==> src/rtl/xdma_pkg.sv <==
// ---------------------------------------------------------------------------
// xdma_pkg
// Shared constants and helpers for the inter-cluster XDMA cfg path.
//   - Default field widths / counts (the fixed 4-broadcast, 6-dimension layout)
//   - cfg_width(): total packed cfg width for arbitrary broadcast/dimension
//   - num_beats(), idx_width(): beat count and beat-index width helpers
//   - pack_cfg(): the canonical field order, LSB first
//   - frm_state_e: framer state encoding
// ---------------------------------------------------------------------------
package xdma_pkg;

  localparam int XdmaDataWidth   = 512;
  localparam int XdmaAddrWidth   = 48;
  localparam int XdmaIdWidth     = 8;
  localparam int XdmaStrideWidth = 19;
  localparam int XdmaBoundWidth  = 19;
  localparam int XdmaNrBroadcast = 4;
  localparam int XdmaNrDimension = 6;
  localparam int XdmaChanWidth   = 8;
  localparam int XdmaByteWidth   = 8;
  localparam int XdmaCntWidth    = 16;

  // Upper bounds accepted by pack_cfg(); the packed result is sized for them.
  localparam int XdmaMaxBroadcast = 16;
  localparam int XdmaMaxDimension = 16;

  typedef enum logic {
    FRM_IDLE = 1'b0,
    FRM_SEND = 1'b1
  } frm_state_e;

  function automatic int cfg_width(
    input int id_w,
    input int addr_w,
    input int stride_w,
    input int bound_w,
    input int nr_bc,
    input int nr_dim,
    input int chan_w,
    input int byte_w
  );
    return id_w + 1 + addr_w * (1 + nr_bc) + stride_w * (1 + nr_dim)
         + bound_w * nr_dim + chan_w + byte_w;
  endfunction

  function automatic int num_beats(input int cfg_w, input int data_w);
    return (cfg_w + data_w - 1) / data_w;
  endfunction

  // A single-beat frame still needs a 1-bit index port.
  function automatic int idx_width(input int n);
    return (n <= 2) ? 1 : $clog2(n);
  endfunction

  localparam int XdmaMaxCfgWidth = cfg_width(XdmaIdWidth, XdmaAddrWidth, XdmaStrideWidth,
                                             XdmaBoundWidth, XdmaMaxBroadcast,
                                             XdmaMaxDimension, XdmaChanWidth, XdmaByteWidth);

  // Packs the fields LSB first. Only the first nr_bc / nr_dim array entries
  // are used; the result occupies the low cfg_width(...) bits, rest zero.
  function automatic logic [XdmaMaxCfgWidth-1:0] pack_cfg(
    input int                                              nr_bc,
    input int                                              nr_dim,
    input logic [XdmaIdWidth-1:0]                          dma_id,
    input logic                                            dma_type,
    input logic [XdmaAddrWidth-1:0]                        reader_addr,
    input logic [XdmaMaxBroadcast-1:0][XdmaAddrWidth-1:0]  writer_addr,
    input logic [XdmaStrideWidth-1:0]                      spatial_stride,
    input logic [XdmaMaxDimension-1:0][XdmaBoundWidth-1:0] temporal_bound,
    input logic [XdmaMaxDimension-1:0][XdmaStrideWidth-1:0] temporal_stride,
    input logic [XdmaChanWidth-1:0]                        enable_channel,
    input logic [XdmaByteWidth-1:0]                        enable_byte
  );
    logic [XdmaMaxCfgWidth-1:0] res;
    int pos;
    res = '0;
    pos = 0;
    res[pos +: XdmaIdWidth] = dma_id;          pos += XdmaIdWidth;
    res[pos]                = dma_type;        pos += 1;
    res[pos +: XdmaAddrWidth] = reader_addr;   pos += XdmaAddrWidth;
    for (int i = 0; i < nr_bc; i++) begin
      res[pos +: XdmaAddrWidth] = writer_addr[i];
      pos += XdmaAddrWidth;
    end
    res[pos +: XdmaStrideWidth] = spatial_stride; pos += XdmaStrideWidth;
    for (int i = 0; i < nr_dim; i++) begin
      res[pos +: XdmaBoundWidth] = temporal_bound[i];
      pos += XdmaBoundWidth;
    end
    for (int i = 0; i < nr_dim; i++) begin
      res[pos +: XdmaStrideWidth] = temporal_stride[i];
      pos += XdmaStrideWidth;
    end
    res[pos +: XdmaChanWidth] = enable_channel; pos += XdmaChanWidth;
    res[pos +: XdmaByteWidth] = enable_byte;
    return res;
  endfunction

endpackage

==> src/rtl/xdma_cfg_framer.sv <==
// ---------------------------------------------------------------------------
// xdma_cfg_framer
// Serialises one packed XDMA cfg into NumBeats DataWidth-bit beats for the
// to-remote cfg channel. The cfg is held zero-padded to NumBeats*DataWidth;
// beat k is bits [k*DataWidth +: DataWidth] of that padded image.
//
// Ports:
//   clk_i, rst_ni              clock, asynchronous active-low reset
//   cfg_i / cfg_valid_i /      cfg input handshake; ready is high in IDLE or
//   cfg_ready_o                while the last beat is being accepted
//   beat_o / beat_valid_o /    beat output stream
//   beat_ready_i
//   beat_idx_o, beat_last_o    beat index within frame, last-beat flag
//   busy_o                     a frame is held
//   frames_o                   completed-frame counter (wraps)
// ---------------------------------------------------------------------------
module xdma_cfg_framer
  import xdma_pkg::*;
#(
  parameter int DataWidth   = XdmaDataWidth,
  parameter int AddrWidth   = XdmaAddrWidth,
  parameter int IdWidth     = XdmaIdWidth,
  parameter int StrideWidth = XdmaStrideWidth,
  parameter int BoundWidth  = XdmaBoundWidth,
  parameter int NrBroadcast = XdmaNrBroadcast,
  parameter int NrDimension = XdmaNrDimension,
  parameter int ChanWidth   = XdmaChanWidth,
  parameter int ByteWidth   = XdmaByteWidth,
  parameter int CntWidth    = XdmaCntWidth,
  localparam int CfgWidth = cfg_width(IdWidth, AddrWidth, StrideWidth, BoundWidth,
                                      NrBroadcast, NrDimension, ChanWidth, ByteWidth),
  localparam int NumBeats = num_beats(CfgWidth, DataWidth),
  localparam int IdxWidth = idx_width(NumBeats)
) (
  input  logic                 clk_i,
  input  logic                 rst_ni,
  input  logic [CfgWidth-1:0]  cfg_i,
  input  logic                 cfg_valid_i,
  output logic                 cfg_ready_o,
  output logic [DataWidth-1:0] beat_o,
  output logic                 beat_valid_o,
  input  logic                 beat_ready_i,
  output logic [IdxWidth-1:0]  beat_idx_o,
  output logic                 beat_last_o,
  output logic                 busy_o,
  output logic [CntWidth-1:0]  frames_o
);

  localparam int PadWidth = NumBeats * DataWidth;
  localparam logic [IdxWidth-1:0] LastIdx = IdxWidth'(NumBeats - 1);

  frm_state_e          state_q, state_d;
  logic [CfgWidth-1:0] cfg_q, cfg_d;
  logic [IdxWidth-1:0] cnt_q, cnt_d;
  logic [CntWidth-1:0] frames_q, frames_d;

  logic [PadWidth-1:0] padded;
  logic [PadWidth-1:0] shifted;

  always_ff @(posedge clk_i or negedge rst_ni) begin
    if (!rst_ni) begin
      state_q  <= FRM_IDLE;
      cfg_q    <= '0;
      cnt_q    <= '0;
      frames_q <= '0;
    end else begin
      state_q  <= state_d;
      cfg_q    <= cfg_d;
      cnt_q    <= cnt_d;
      frames_q <= frames_d;
    end
  end

  always_comb begin
    state_d  = state_q;
    cfg_d    = cfg_q;
    cnt_d    = cnt_q;
    frames_d = frames_q;

    beat_valid_o = (state_q == FRM_SEND);
    beat_last_o  = beat_valid_o && (cnt_q == LastIdx);
    // Accepting during the last-beat handshake lets frames run back to back.
    cfg_ready_o  = (state_q == FRM_IDLE) || (beat_last_o && beat_ready_i);

    case (state_q)
      FRM_IDLE: begin
        if (cfg_valid_i) begin
          state_d = FRM_SEND;
          cfg_d   = cfg_i;
          cnt_d   = '0;
        end
      end
      FRM_SEND: begin
        if (beat_ready_i) begin
          if (!beat_last_o) begin
            cnt_d = cnt_q + IdxWidth'(1);
          end else begin
            frames_d = frames_q + CntWidth'(1);
            if (cfg_valid_i) begin
              cfg_d = cfg_i;
              cnt_d = '0;
            end else begin
              state_d = FRM_IDLE;
            end
          end
        end
      end
      default: state_d = FRM_IDLE;
    endcase
  end

  // Zero-extension supplies the padding above the cfg; shifting the padded
  // image right by the beat offset is the k*DataWidth part-select.
  assign padded  = PadWidth'(cfg_q);
  assign shifted = padded >> (int'(cnt_q) * DataWidth);
  assign beat_o  = shifted[DataWidth-1:0];

  assign beat_idx_o = cnt_q;
  assign busy_o     = (state_q == FRM_SEND);
  assign frames_o   = frames_q;

endmodule

==> config.mk <==
export PLATFORM = sky130hd
export DESIGN_NAME = xdma_cfg_framer
export DESIGN_NICKNAME = d
export VERILOG_FILES = /design/src/rtl/xdma_pkg.sv /design/src/rtl/xdma_cfg_framer.sv
export SDC_FILE = /design/constraint.sdc
export NUM_CORES = 1
export LEC_CHECK = 0
export CAP_MARGIN = 40
export CORE_AREA = 2 2 410 412
export CTS_BUF_LIST = sky130_fd_sc_hd__clkbuf_8
export DETAILED_ROUTE_END_ITERATION = 12
export DIE_AREA = 0 0 412 414
export GPL_TIMING_DRIVEN = 0
export PLACE_DENSITY = 0.45
export RECOVER_POWER = 100
export SLEW_MARGIN = 20
export SYNTH_ARGS = -nofsm -noshare
export SYNTH_HDL_FRONTEND = slang
export SYNTH_SLANG_ARGS = --single-unit
==> constraint.sdc <==
create_clock -name clk_i -period 1.95 [get_ports clk_i]
set_input_delay 0.4875 -clock clk_i [delete_from_list [all_inputs] [get_ports clk_i]]
set_output_delay 0.4875 -clock clk_i [all_outputs]
set_load 0.005 [all_outputs]
==> load_flow_metrics.sql, run 1 <==
INSERT INTO impl_metrics (metric_group, metric, value, unit) VALUES
('power_and_ir_drop', 'finalPower', '36440', 'uW'),
('synthesis', 'average_footprint_of_a_synthesized_cell', '14.96', 'um2'),
('power_and_ir_drop', 'power.switching_fraction', '28.77', '%'),
('layout', 'finalCoreUtilization', '26.89', '%'),
('grt', 'global_route_wire_length_before_repair', '199500', 'um'),
('power_and_ir_drop', 'pwr_density_cell', '814.9', 'mW/mm2'),
('layout', 'finalNonFillerCells', '5359', ''),
('power_and_ir_drop', 'p_leak', '0.02048', 'uW'),
('outcome', 'run_status', 'complete, but fails checks', ''),
('floorplanning', 'fp.dieH', '414', 'um'),
('placement', 'placed_area', '0.03982', 'mm2'),
('grt', 'global_route.overflow_total', '0', ''),
('synthesis', 'post_synth_instance_area', '0.02570', 'mm2'),
('clock_tree', 'tritoncts.num_buffers', '110', ''),
('grt', 'via_count_of_the_first_global_routing_pass', '20640', ''),
('critical_path', 'worstReg2RegEnd', 'cfg_q[250]$_DFFE_PN0P_', ''),
('flow_run', 'cap_viol_max_count', '0', ''),
('layout', 'postLayoutCellArea', '0.04471', 'mm2'),
('grt', 'gr-usage-all-layers', '17.48', '%'),
('synthesis', 'synth_sequential_area_ratio', '51.61', '%'),
('sta', 'report.final.hold_viol_count', '0', ''),
('critical_path', 'timing.critical_path.from_type', 'register', ''),
('min_path', 'hold-path-endpoint', 'beat_valid_o$_DFF_PN0_', ''),
('power_and_ir_drop', 'total_switching_power', '10480', 'uW'),
('clock_tree', 'cts_max_path_buffers', '3', ''),
('clock_tree', 'clk_pin_slew_worst_paths', '60', 'ps'),
('placement', 'dpl.cell_count', '5002', ''),
('placement', 'buffer_ports.inserted', '1048', ''),
('drt', 'drt-total-wl', '152600', 'um'),
('sta', 'layout_worst_path_cycle_share', '152.0', '%'),
('sta', 'final.setup.worst_slack', '-1014', 'ps'),
('drt', 'routed_antenna_nets', '0', ''),
('critical_path', 'cp-end-kind', 'primary output', ''),
('sta', 'final-setup-viol-count', '1349', ''),
('clock_tree', 'htreeDepth', '3', ''),
('clock_tree', 'clk_latency', '830', 'ps'),
('floorplanning', 'initial_utilization', '15.45', '%'),
('layout', 'finalNetCount', '3567', ''),
('drt', 'detail_route.vias_per_cell', '3.570', ''),
('sta', 'finClkSkew', '31.16', 'ps'),
('placement', 'detailed_place_hpwl', '117000', 'um'),
('layout', 'areaGrowthSynthToFinish', '74.00', '%'),
('synthesis', 'synth_fp_nets', '2235', ''),
('floorplanning', 'placeableCoreArea', '0.1663', 'mm2'),
('critical_path', 'r2r_cells', '7', ''),
('floorplanning', 'die-area', '0.1706', 'mm2'),
('drt', 'initialDrtViolationCount', '817', ''),
('min_path', 'hold_path_depth', '3', ''),
('floorplanning', 'chipWidth', '412', 'um'),
('min_path', 'hp-start', 'cfg_valid_i', ''),
('min_path', 'timing.hold.worst.class', 'in2reg', ''),
('critical_path', 'cp_data_arrival_time', '2480', 'ps'),
('drt', 'drt_pass1_iterations', '5', ''),
('critical_path', 'r2r_start', 'beat_idx_o$_DFFE_PN0P_', ''),
('power_and_ir_drop', 'clockPowerShare', '35.4', '%'),
('floorplanning', 'num_rows', '150', ''),
('sta', 'grt_setup_unrepaired', 'true', ''),
('sta', 'worst_slew_pin_slew', '834.5', 'ps'),
('floorplanning', 'ios', '1049', ''),
('synthesis', 'syn_inst', '1718', ''),
('layout', 'multiInputGateArea', '0.01209', 'mm2'),
('synthesis', 'yosysWarnings', '0', ''),
('outcome', 'violations_in_the_final_reports', 'negative setup slack', ''),
('power_and_ir_drop', 'pwr-share-comb', '26.8', '%'),
('sta', 'post-route-min-period', '2964', 'ps'),
('critical_path', 'worst-endpoint-required', '1460', 'ps'),
('power_and_ir_drop', 'irDropWorstVdd', '0.0005742', 'V'),
('clock_tree', 'root_buffer', 'sky130_fd_sc_hd__clkbuf_8', ''),
('drt', 'post_drt_wl_per_cell', '28.47', 'um'),
('power_and_ir_drop', 'pwr-share-seq', '37.8', '%'),
('synthesis', 'synth-seq-cells', '530', '');
flip-flops by register name (all words and copies together), names as in the netlist:
signal	flops
beat_valid_o	1
beat_idx_o	1
frames_o	16
cfg_q	512
critical path: stages (launching register included):
cell	delay [ps]
sky130_fd_sc_hd__dfrtp_2	450
sky130_fd_sc_hd__clkbuf_16	180
sky130_fd_sc_hd__clkbuf_16	170
sky130_fd_sc_hd__buf_16	160
sky130_fd_sc_hd__clkbuf_16	200
sky130_fd_sc_hd__buf_6	120
sky130_fd_sc_hd__nor2b_4	190
sky130_fd_sc_hd__buf_2	160
Yosys cell counts:
cell                       number  area [um2]
sky130_fd_sc_hd__xnor2_1       14       122.6
sky130_fd_sc_hd__xor2_1         1       8.760
sky130_fd_sc_hd__and4_1         2       17.52
sky130_fd_sc_hd__nand3_1        5       25.02
sky130_fd_sc_hd__dfrtp_1      530       13260
sky130_fd_sc_hd__mux2_4       480        7207
sky130_fd_sc_hd__nand4_1        5       31.28
sky130_fd_sc_hd__mux2_2        33       371.6
sky130_fd_sc_hd__o21ai_2        1       8.760
sky130_fd_sc_hd__ha_1           1       12.51
sky130_fd_sc_hd__and3b_1        1       8.760
sky130_fd_sc_hd__clkbuf_2       1       5.000
sky130_fd_sc_hd__clkbuf_1      55       206.5
sky130_fd_sc_hd__and2_4         1       8.760
sky130_fd_sc_hd__inv_1          2       7.510
sky130_fd_sc_hd__buf_2          4       20.02
sky130_fd_sc_hd__o21ai_0        1       5.000
sky130_fd_sc_hd__nand2_1        5       18.77
sky130_fd_sc_hd__and3_1         4       25.02
sky130_fd_sc_hd__a21oi_1        1       5.000
sky130_fd_sc_hd__buf_4          4       30.03
sky130_fd_sc_hd__nor2b_1      513        3209
sky130_fd_sc_hd__buf_12        54        1081
kinds of logic (layout without fill, tap and decap cells):
group	Yosys count	in the layout	share of synthesized area, %
buf+inv	120	1538	5.253
fa+ha+maj	1	1	0.04868
mux	513	513	29.49
flops	530	530	51.61
other cells	0	19	0
simple gates	536	536	13.01
compound gates	3	3	0.07300
xor+xnor	15	15	0.5112
stage by stage:
step | hold WS [ps] | setup slack [ps]
global placement | 462.7 | -27700
global route | 168.8 | -1114
finish | 263.5 | -1014
floorplan | 191.9 | 174.7
detailed placement | 387.0 | -1639
CTS | 122.0 | -1149
timing repair:
item                        CTS  global route
buffers inserted            107            13
hold endpoints to repair    173             0
hold buffers                  6             0
cloned                       18             0
gates resized for setup    2399           167
setup endpoints to repair  1014          1272
area by class of cell:
type | count | area share [%]
Sequential cell | 530 | 29.66
Tap cell | 2204 | 6.167
Clock inverter | 54 | 0.8451
Buffer | 116 | 5.465
Inverter | 2 | 0.01679
Antenna cell | 19 | 0.1063
Clock buffer | 144 | 4.432
Multi-Input combinational cell | 1068 | 27.04
Timing Repair Buffer | 1222 | 26.26
per-layer routing:
metal / share of wire [%] / routed length, um / global-route usage, %
met1: 42 / 64830 / 22.06
met2: 48 / 73650 / 29.17
met3: 7.4 / 11300 / 5.133
met4: 1.8 / 2732 / 4.027
met5: 0.024 / 36 / 0
worst max path at each step:
stage,from,endpoint,cells after the start
after detailed placement,beat_idx_o$_DFFE_PN0P_,beat_o[355],5
after floorplan,beat_idx_o$_DFFE_PN0P_,beat_o[100],4
final,beat_idx_o$_DFFE_PN0P_,beat_o[180],7
after global placement,rst_ni,cfg_q[437]$_DFFE_PN0P_,1
after global routing,beat_idx_o$_DFFE_PN0P_,beat_o[180],7
after CTS,beat_idx_o$_DFFE_PN0P_,beat_o[180],7
power groups by stage:
stage               registers [uW]  clock network [uW]  logic, uW
detailed placement           13900                   0      10600
global route                 14000               13900      10400
floorplan                    13400                   0       4560
finish                       13800               12900       9760
CTS                          13700               13500       9870
global placement             13900                   0      10400
cells in the final DEF (no fill, tap or decap), types with 2 or more instances in the layout:
cell                              netlist  layout
sky130_fd_sc_hd__buf_16                 0      34
sky130_fd_sc_hd__mux2_2                33      33
sky130_fd_sc_hd__clkinv_2               0       7
sky130_fd_sc_hd__clkdlybuf4s15_1        0       2
sky130_fd_sc_hd__nor2b_4                0     125
sky130_fd_sc_hd__inv_12                 0       2
sky130_fd_sc_hd__xnor2_1               14      14
sky130_fd_sc_hd__clkbuf_2               1       9
sky130_fd_sc_hd__buf_4                  4      62
sky130_fd_sc_hd__nand2_1                5       5
sky130_fd_sc_hd__buf_12                54      93
sky130_fd_sc_hd__clkbuf_8               0     148
sky130_fd_sc_hd__o21ai_0                1       2
sky130_fd_sc_hd__clkbuf_16              0      60
sky130_fd_sc_hd__dfrtp_1              530     529
sky130_fd_sc_hd__nor2b_2                0      28
sky130_fd_sc_hd__bufinv_16              0       4
sky130_fd_sc_hd__nand3_1                5       5
sky130_fd_sc_hd__buf_8                  0      26
sky130_fd_sc_hd__mux2_4               480     480
sky130_fd_sc_hd__dlymetal6s2s_1         0       2
sky130_fd_sc_hd__and4_1                 2       2
sky130_fd_sc_hd__clkdlybuf4s50_1        0     556
sky130_fd_sc_hd__nand4_1                5       5
sky130_fd_sc_hd__buf_6                  0     102
sky130_fd_sc_hd__nor2b_1              513     360
sky130_fd_sc_hd__clkinvlp_4             0       3
sky130_fd_sc_hd__buf_2                  4     343
sky130_fd_sc_hd__and3_1                 4       4
sky130_fd_sc_hd__diode_2                0      19
sky130_fd_sc_hd__inv_1                  2      37
sky130_fd_sc_hd__clkdlybuf4s15_2        0      25
sky130_fd_sc_hd__dlygate4sd2_1          0      15
No activity file was read; power rests on OpenSTA's default activity.
==> inputs of run 2 (changes only) <==
--- a/config.mk
+++ b/config.mk
@@ -8,6 +8,7 @@
 export CAP_MARGIN = 40
 export CORE_AREA = 2 2 410 412
 export CTS_BUF_LIST = sky130_fd_sc_hd__clkbuf_8
+export CTS_CLUSTER_DIAMETER = 30
 export DETAILED_ROUTE_END_ITERATION = 12
 export DIE_AREA = 0 0 412 414
 export GPL_TIMING_DRIVEN = 0
==> load_flow_metrics.sql, run 2 (same netlist as run 1, synthesis figures left out) <==
INSERT INTO impl_metrics (metric_group, metric, value, unit) VALUES
('placement', 'placed_area', '0.03982', 'mm2'),
('sta', 'setup_total_negative_slack', '-904990', 'ps'),
('min_path', 'timing.hold.worst.class', 'in2reg', ''),
('power_and_ir_drop', 'pwr_density_cell', '919.2', 'mW/mm2'),
('grt', 'grt_start_max_net_pins', '84', ''),
('sta', 'fmax', '330.4', 'MHz'),
('layout', 'finalNetCount', '3727', ''),
('clock_tree', 'cts_tree', 'built', ''),
('critical_path', 'worstReg2RegEnd', 'cfg_q[354]$_DFFE_PN0P_', ''),
('grt', 'global_route_wire_length_before_repair', '200700', 'um'),
('layout', 'postLayoutCellArea', '0.04877', 'mm2'),
('layout', 'finalNonFillerCells', '5582', ''),
('drt', 'initialDrtViolationCount', '805', ''),
('floorplanning', 'ios', '1049', ''),
('placement', 'buffer_ports.inserted', '1048', ''),
('critical_path', 'critical-path-top-delay-family', 'buffers and inverters', ''),
('clock_tree', 'clk_pin_slew_worst_paths', '50', 'ps'),
('critical_path', 'worstSetupPathType', 'reg2out', ''),
('grt', 'gr-usage-all-layers', '17.64', '%'),
('drt', 'detail_route.vias_per_cell', '3.606', ''),
('drt', 'routed_antenna_nets', '0', ''),
('clock_tree', 'tritoncts.num_buffers', '184', ''),
('critical_path', 'r2r_cells', '9', ''),
('drt', 'vias', '20130', ''),
('power_and_ir_drop', 'clockPowerShare', '45.4', '%'),
('min_path', 'hold_path_depth', '2', ''),
('sta', 'layout_worst_path_cycle_share', '155.2', '%'),
('sta', 'grt_setup_unrepaired', 'true', ''),
('critical_path', 'max_stage_delay', '410', 'ps'),
('clock_tree', 'clk_latency', '920', 'ps'),
('clock_tree', 'number_of_sinks_on_the_clock_net', '530', ''),
('drt', 'drt_pass1_iterations', '4', ''),
('floorplanning', 'fp.dieH', '414', 'um'),
('sta', 'report.final.hold_viol_count', '0', ''),
('outcome', 'run_status', 'complete, but fails checks', ''),
('sta', 'finClkSkew', '46.57', 'ps'),
('power_and_ir_drop', 'pwr-share-comb', '23.8', '%'),
('placement', 'dpl.cell_count', '5002', ''),
('grt', 'global_route.overflow_total', '0', ''),
('critical_path', 'timing.critical_path.from_type', 'register', ''),
('power_and_ir_drop', 'p_int', '32580', 'uW'),
('power_and_ir_drop', 'p_leak', '0.02284', 'uW'),
('layout', 'final_common_cell', 'sky130_fd_sc_hd__dfrtp_1', ''),
('floorplanning', 'initial_utilization', '15.45', '%'),
('power_and_ir_drop', 'irDropWorstVdd', '0.0006680', 'V'),
('power_and_ir_drop', 'pwr-share-seq', '30.8', '%'),
('floorplanning', 'die-area', '0.1706', 'mm2'),
('sta', 'final.setup.worst_slack', '-1077', 'ps'),
('layout', 'final_layout_size_suffix_gt1_share', '58.48', '%'),
('floorplanning', 'placeableCoreArea', '0.1663', 'mm2'),
('drt', 'drt-total-wl', '159400', 'um'),
('drt', 'detail_route.drc_violations', '0', ''),
('critical_path', 'worstPathCellList', 'clkbuf_16, buf_12, buf_12, clkbuf_16, buf_16, nor2b_4, buf_6', ''),
('critical_path', 'r2r_setup_slack', '-540', 'ps'),
('sta', 'post-route-min-period', '3027', 'ps'),
('floorplanning', 'chipWidth', '412', 'um'),
('layout', 'most_used_cells_in_the_layout_excluding_fill_and_tap_cells', '521 x sky130_fd_sc_hd__dfrtp_1, 515 x sky130_fd_sc_hd__clkdlybuf4s50_1, 480 x sky130_fd_sc_hd__mux2_4', ''),
('power_and_ir_drop', 'power.switching_fraction', '27.31', '%'),
('sta', 'report.final.slew_viol_count', '0', ''),
('floorplanning', 'num_rows', '150', ''),
('layout', 'areaGrowthSynthToFinish', '89.77', '%'),
('critical_path', 'r2r_start', 'beat_idx_o$_DFFE_PN0P_', ''),
('layout', 'largest-register', 'cfg_q', ''),
('grt', 'grt_antenna_before_repair', '39', ''),
('flow_run', 'cap_viol_max_count', '0', ''),
('clock_tree', 'root_buffer', 'sky130_fd_sc_hd__clkbuf_8', ''),
('power_and_ir_drop', 'total_switching_power', '12240', 'uW'),
('outcome', 'violations_in_the_final_reports', 'negative setup slack', ''),
('critical_path', 'cp-end-kind', 'primary output', ''),
('clock_tree', 'cts_max_path_buffers', '3', ''),
('critical_path', 'worst-endpoint-required', '1460', 'ps'),
('critical_path', 'cp_data_arrival_time', '2540', 'ps'),
('min_path', 'hold-path-endpoint', 'cfg_q[28]$_DFFE_PN0P_', ''),
('critical_path', 'cpMaxStageDelayCell', 'sky130_fd_sc_hd__dfrtp_2', ''),
('sta', 'worst_slew_pin_slew', '860.5', 'ps'),
('layout', 'largest_reg_flops', '512', ''),
('placement', 'detailed_place_hpwl', '117000', 'um'),
('placement', 'gpl.final_weighted_congestion', '0.8817', ''),
('critical_path', 'worst-path-max-fanout', '9', ''),
('grt', 'via_count_of_the_first_global_routing_pass', '21480', ''),
('min_path', 'hp-start', 'cfg_i[28]', ''),
('sta', 'final-setup-viol-count', '1443', ''),
('critical_path', 'critPathBufInv', '6', ''),
('clock_tree', 'htreeDepth', '4', ''),
('sta', 'relSlewSlack', '42.64', '%'),
('drt', 'post_drt_wl_per_cell', '28.56', 'um');
## run 2: worst max-delay path by stage
stage                            from                endpoint  slack [ps]  cells past startpoint
6_report       beat_idx_o$_DFFE_PN0P_             beat_o[184]       -1080                      7
2_1_floorplan  beat_idx_o$_DFFE_PN0P_             beat_o[100]         170                      4
5_1_grt        beat_idx_o$_DFFE_PN0P_             beat_o[184]       -1210                      7
3_5_place_dp   beat_idx_o$_DFFE_PN0P_             beat_o[355]       -1640                      5
3_3_place_gp                   rst_ni  cfg_q[437]$_DFFE_PN0P_      -27700                      1
4_1_cts        beat_idx_o$_DFFE_PN0P_             beat_o[180]       -1330                      7
## run 2: timing repair
action | in CTS | in global routing
resized for setup | 2396 | 717
pin swaps | 0 | 2
hold buffers | 9 | 1
endpoints found under the hold margin | 175 | 101
setup endpoints to repair | 1014 | 1121
gates cloned | 13 | 24
buffers inserted | 110 | 89
## run 2: layer usage
metal	routed length [um]	up-vias	track usage [%]
met5	29	-	0
met4	3081	6	4.775
met3	12850	190	6.521
met2	76120	794	29.01
met1	67360	10290	21.49
li1	-	8848	-
## run 2: metrics by stage
step / hold WS (ps) / setup slack [ps] / utilization (%) / total power [uW]
2_1_floorplan: 191.9 / 174.7 / - / 17940
3_3_place_gp: 462.7 / -27700 / 23.42 / 24360
3_5_place_dp: 387.0 / -1639 / 23.95 / 24410
4_1_cts: -182.5 / -1333 / 27.92 / 44570
5_1_grt: 54.06 / -1210 / 29.32 / 46880
6_report: 151.9 / -1077 / 29.33 / 44830
## run 2: final cells by class
cell class | count | area, um2
fillers | 17220 | 117500
clock buffers | 225 | 3097
inverters | 2 | 7.507
plain buffers | 110 | 2419
clock inverters | 113 | 1105
repair buffers | 1314 | 13210
well taps | 2204 | 2758
diodes | 16 | 40.04
multi-input cells | 1068 | 12860
flip-flops and latches | 530 | 13270
## run 2: power groups by stage
stage | registers, uW | clock network (uW) | logic, uW
detailed placement | 13900 | 0 | 10600
CTS | 13800 | 20900 | 9930
finish | 13800 | 20300 | 10700
global placement | 13900 | 0 | 10400
global route | 14000 | 21600 | 11300
floorplan | 13400 | 0 | 4560
==> inputs of run 3 (changes only) <==
--- a/config.mk
+++ b/config.mk
@@ -12,9 +12,7 @@
 export DETAILED_ROUTE_END_ITERATION = 12
 export DIE_AREA = 0 0 412 414
 export GPL_TIMING_DRIVEN = 0
-export PLACE_DENSITY = 0.45
 export RECOVER_POWER = 100
-export SLEW_MARGIN = 20
 export SYNTH_ARGS = -nofsm -noshare
 export SYNTH_HDL_FRONTEND = slang
 export SYNTH_SLANG_ARGS = --single-unit
==> load_flow_metrics.sql, run 3 (same netlist as run 1, synthesis figures left out) <==
INSERT INTO impl_metrics (metric_group, metric, value, unit) VALUES
('min_path', 'hold-path-endpoint', 'cfg_q[29]$_DFFE_PN0P_', ''),
('layout', 'areaGrowthSynthToFinish', '81.98', '%'),
('sta', 'finClkSkew', '40.68', 'ps'),
('sta', 'layout_worst_path_cycle_share', '165.3', '%'),
('outcome', 'violations_in_the_final_reports', 'negative setup slack', ''),
('clock_tree', 'number_of_sinks_on_the_clock_net', '530', ''),
('critical_path', 'r2r_start', 'beat_idx_o$_DFFE_PN0P_', ''),
('sta', 'post-route-min-period', '3223', 'ps'),
('power_and_ir_drop', 'total_switching_power', '12230', 'uW'),
('clock_tree', 'tritoncts.num_buffers', '165', ''),
('flow_run', 'cap_viol_max_count', '0', ''),
('layout', 'multiInputGateArea', '0.01253', 'mm2'),
('power_and_ir_drop', 'power.switching_fraction', '28.10', '%'),
('critical_path', 'timing.critical_path.from_type', 'register', ''),
('layout', 'finalNonFillerCells', '5499', ''),
('critical_path', 'cp-end-kind', 'primary output', ''),
('drt', 'detail_route.vias_per_cell', '3.667', ''),
('layout', 'seqCellArea', '0.01326', 'mm2'),
('drt', 'detail_route.drc_violations', '0', ''),
('grt', 'grt_start_max_net_pins', '114', ''),
('grt', 'gr-max-usage-layer', 'met2', ''),
('clock_tree', 'root_buffer', 'sky130_fd_sc_hd__clkbuf_8', ''),
('floorplanning', 'initial_utilization', '15.45', '%'),
('grt', 'grtUsageMet3', '5.174', '%'),
('sta', 'final.setup.worst_slack', '-1273', 'ps'),
('layout', 'final_common_cell', 'sky130_fd_sc_hd__clkdlybuf4s50_1', ''),
('grt', 'gr-usage-all-layers', '17.71', '%'),
('floorplanning', 'fp.dieH', '414', 'um'),
('clock_tree', 'cts_max_path_buffers', '3', ''),
('floorplanning', 'die-area', '0.1706', 'mm2'),
('grt', 'grt_antenna_before_repair', '35', ''),
('floorplanning', 'num_rows', '150', ''),
('sta', 'worst_slew_pin_slew', '1072', 'ps'),
('clock_tree', 'clk_pin_slew_worst_paths', '60', 'ps'),
('sta', 'final-setup-viol-count', '1387', ''),
('layout', 'largest_reg_flops', '512', ''),
('sta', 'final.hold.worst_slack', '173.2', 'ps'),
('drt', 'drt_pass1_iterations', '5', ''),
('critical_path', 'cp_data_arrival_time', '2740', 'ps'),
('power_and_ir_drop', 'clockPowerShare', '44.5', '%'),
('sta', 'grt_setup_unrepaired', 'true', ''),
('drt', 'vias', '20170', ''),
('floorplanning', 'chipWidth', '412', 'um'),
('min_path', 'timing.hold.worst.class', 'in2reg', ''),
('layout', 'finalCoreUtilization', '28.12', '%'),
('power_and_ir_drop', 'pwr-share-comb', '23.6', '%'),
('power_and_ir_drop', 'pwr-share-seq', '32.0', '%'),
('layout', 'n_fill_cell', '17160', ''),
('placement', 'gpl.final_weighted_congestion', '0.9541', ''),
('critical_path', 'r2r_cells', '7', ''),
('placement', 'buffer_ports.inserted', '1048', ''),
('grt', 'global_route_wire_length_before_repair', '201200', 'um'),
('power_and_ir_drop', 'pwr_density_cell', '930.7', 'mW/mm2'),
('clock_tree', 'cts_tree', 'built', ''),
('sta', 'relSlewSlack', '28.53', '%'),
('drt', 'initialDrtViolationCount', '1170', ''),
('grt', 'met1_usage', '22.53', '%'),
('sta', 'fmax', '310.3', 'MHz'),
('floorplanning', 'ios', '1049', ''),
('floorplanning', 'placeableCoreArea', '0.1663', 'mm2'),
('grt', 'via_count_of_the_first_global_routing_pass', '21360', ''),
('drt', 'routed_antenna_nets', '0', ''),
('layout', 'most_used_cells_in_the_layout_excluding_fill_and_tap_cells', '571 x sky130_fd_sc_hd__clkdlybuf4s50_1, 529 x sky130_fd_sc_hd__dfrtp_1, 480 x sky130_fd_sc_hd__mux2_4', ''),
('min_path', 'hold_path_depth', '2', ''),
('placement', 'dpl.cell_count', '5004', ''),
('min_path', 'hp-start', 'cfg_i[29]', ''),
('placement', 'detailed_place_hpwl', '120800', 'um'),
('drt', 'post_drt_wl_per_cell', '28.33', 'um'),
('critical_path', 'worstReg2RegEnd', 'cfg_q[250]$_DFFE_PN0P_', ''),
('critical_path', 'worstSetupPathType', 'reg2out', ''),
('critical_path', 'worst-path-max-fanout', '10', ''),
('sta', 'report.final.hold_viol_count', '0', ''),
('clock_tree', 'htreeDepth', '4', ''),
('power_and_ir_drop', 'finalPower', '43520', 'uW'),
('layout', 'largest-register', 'cfg_q', ''),
('drt', 'drt-total-wl', '155800', 'um'),
('critical_path', 'r2r_setup_slack', '-400', 'ps'),
('power_and_ir_drop', 'irDropWorstVdd', '0.0006599', 'V'),
('outcome', 'run_status', 'complete, but fails checks', ''),
('power_and_ir_drop', 'p_int', '31290', 'uW'),
('critical_path', 'worst-endpoint-required', '1460', 'ps'),
('grt', 'global_route.overflow_total', '0', ''),
('clock_tree', 'clk_latency', '900', 'ps'),
('layout', 'finalNetCount', '3660', ''),
('sta', 'setup_total_negative_slack', '-806830', 'ps'),
('layout', 'final_layout_size_suffix_gt1_share', '54.53', '%'),
('grt', 'groute.layer.met2.usage', '28.66', '%'),
('sta', 'report.final.slew_viol_count', '0', ''),
('power_and_ir_drop', 'p_leak', '0.02174', 'uW');
[run 3: worst max-delay path, stage by stage, from the launching register on]
cell	delay, ps
sky130_fd_sc_hd__dfrtp_2	430
sky130_fd_sc_hd__buf_8	150
sky130_fd_sc_hd__buf_4	210
sky130_fd_sc_hd__clkbuf_16	200
sky130_fd_sc_hd__buf_12	170
sky130_fd_sc_hd__nor2b_1	130
sky130_fd_sc_hd__clkdlybuf4s50_1	500
[run 3: metrics by stage]
stage	cell area, um2	worst slack, ps
CTS	45880	-1446
floorplan	25700	174.7
global placement	38950	-26150
global route	46750	-1376
finish	46760	-1273
detailed placement	39720	-1897
[run 3: layer usage]
layer,vias up,share of wire [%]
met5,-,0.012
met4,2,2.4
met3,200,7.5
met2,928,48
met1,10380,42
li1,8657,-
[run 3: repair_timing]
action	CTS	global route
buffers inserted	85	75
gates resized for setup	1634	780
setup endpoints to repair	919	1140
hold buffers	5	0
gates cloned	9	3
hold endpoints to repair	165	0
[run 3: worst max-delay path by stage]
stage	startpoint	endpoint	slack, ps	depth (start not counted)
after floorplan	beat_idx_o$_DFFE_PN0P_	beat_o[100]	170	4
after global placement	rst_ni	cfg_q[66]$_DFFE_PN0P_	-26150	1
after global routing	beat_idx_o$_DFFE_PN0P_	beat_o[507]	-1380	9
after detailed placement	beat_idx_o$_DFFE_PN0P_	beat_o[67]	-1900	6
final	beat_idx_o$_DFFE_PN0P_	beat_o[292]	-1270	6
after CTS	beat_idx_o$_DFFE_PN0P_	beat_o[494]	-1450	4
[run 3: cell type report]
class | count | area share, %
clock buffer | 201 | 5.916
inverter | 2 | 0.01605
clock inverter | 102 | 2.461
antenna | 16 | 0.08562
buffer | 118 | 5.129
sequential | 530 | 28.36
tap | 2204 | 5.897
multi-input combinational | 1068 | 26.79
timing repair buffer | 1258 | 25.34
[run 3: power groups by stage]
stage	Clock [uW]	Sequential (uW)	Combinational [uW]
5_1_grt	20400	14100	10800
2_1_floorplan	0	13400	4560
6_report	19400	13900	10300
4_1_cts	19700	13800	10300
3_5_place_dp	0	13900	10600
3_3_place_gp	0	14000	10500
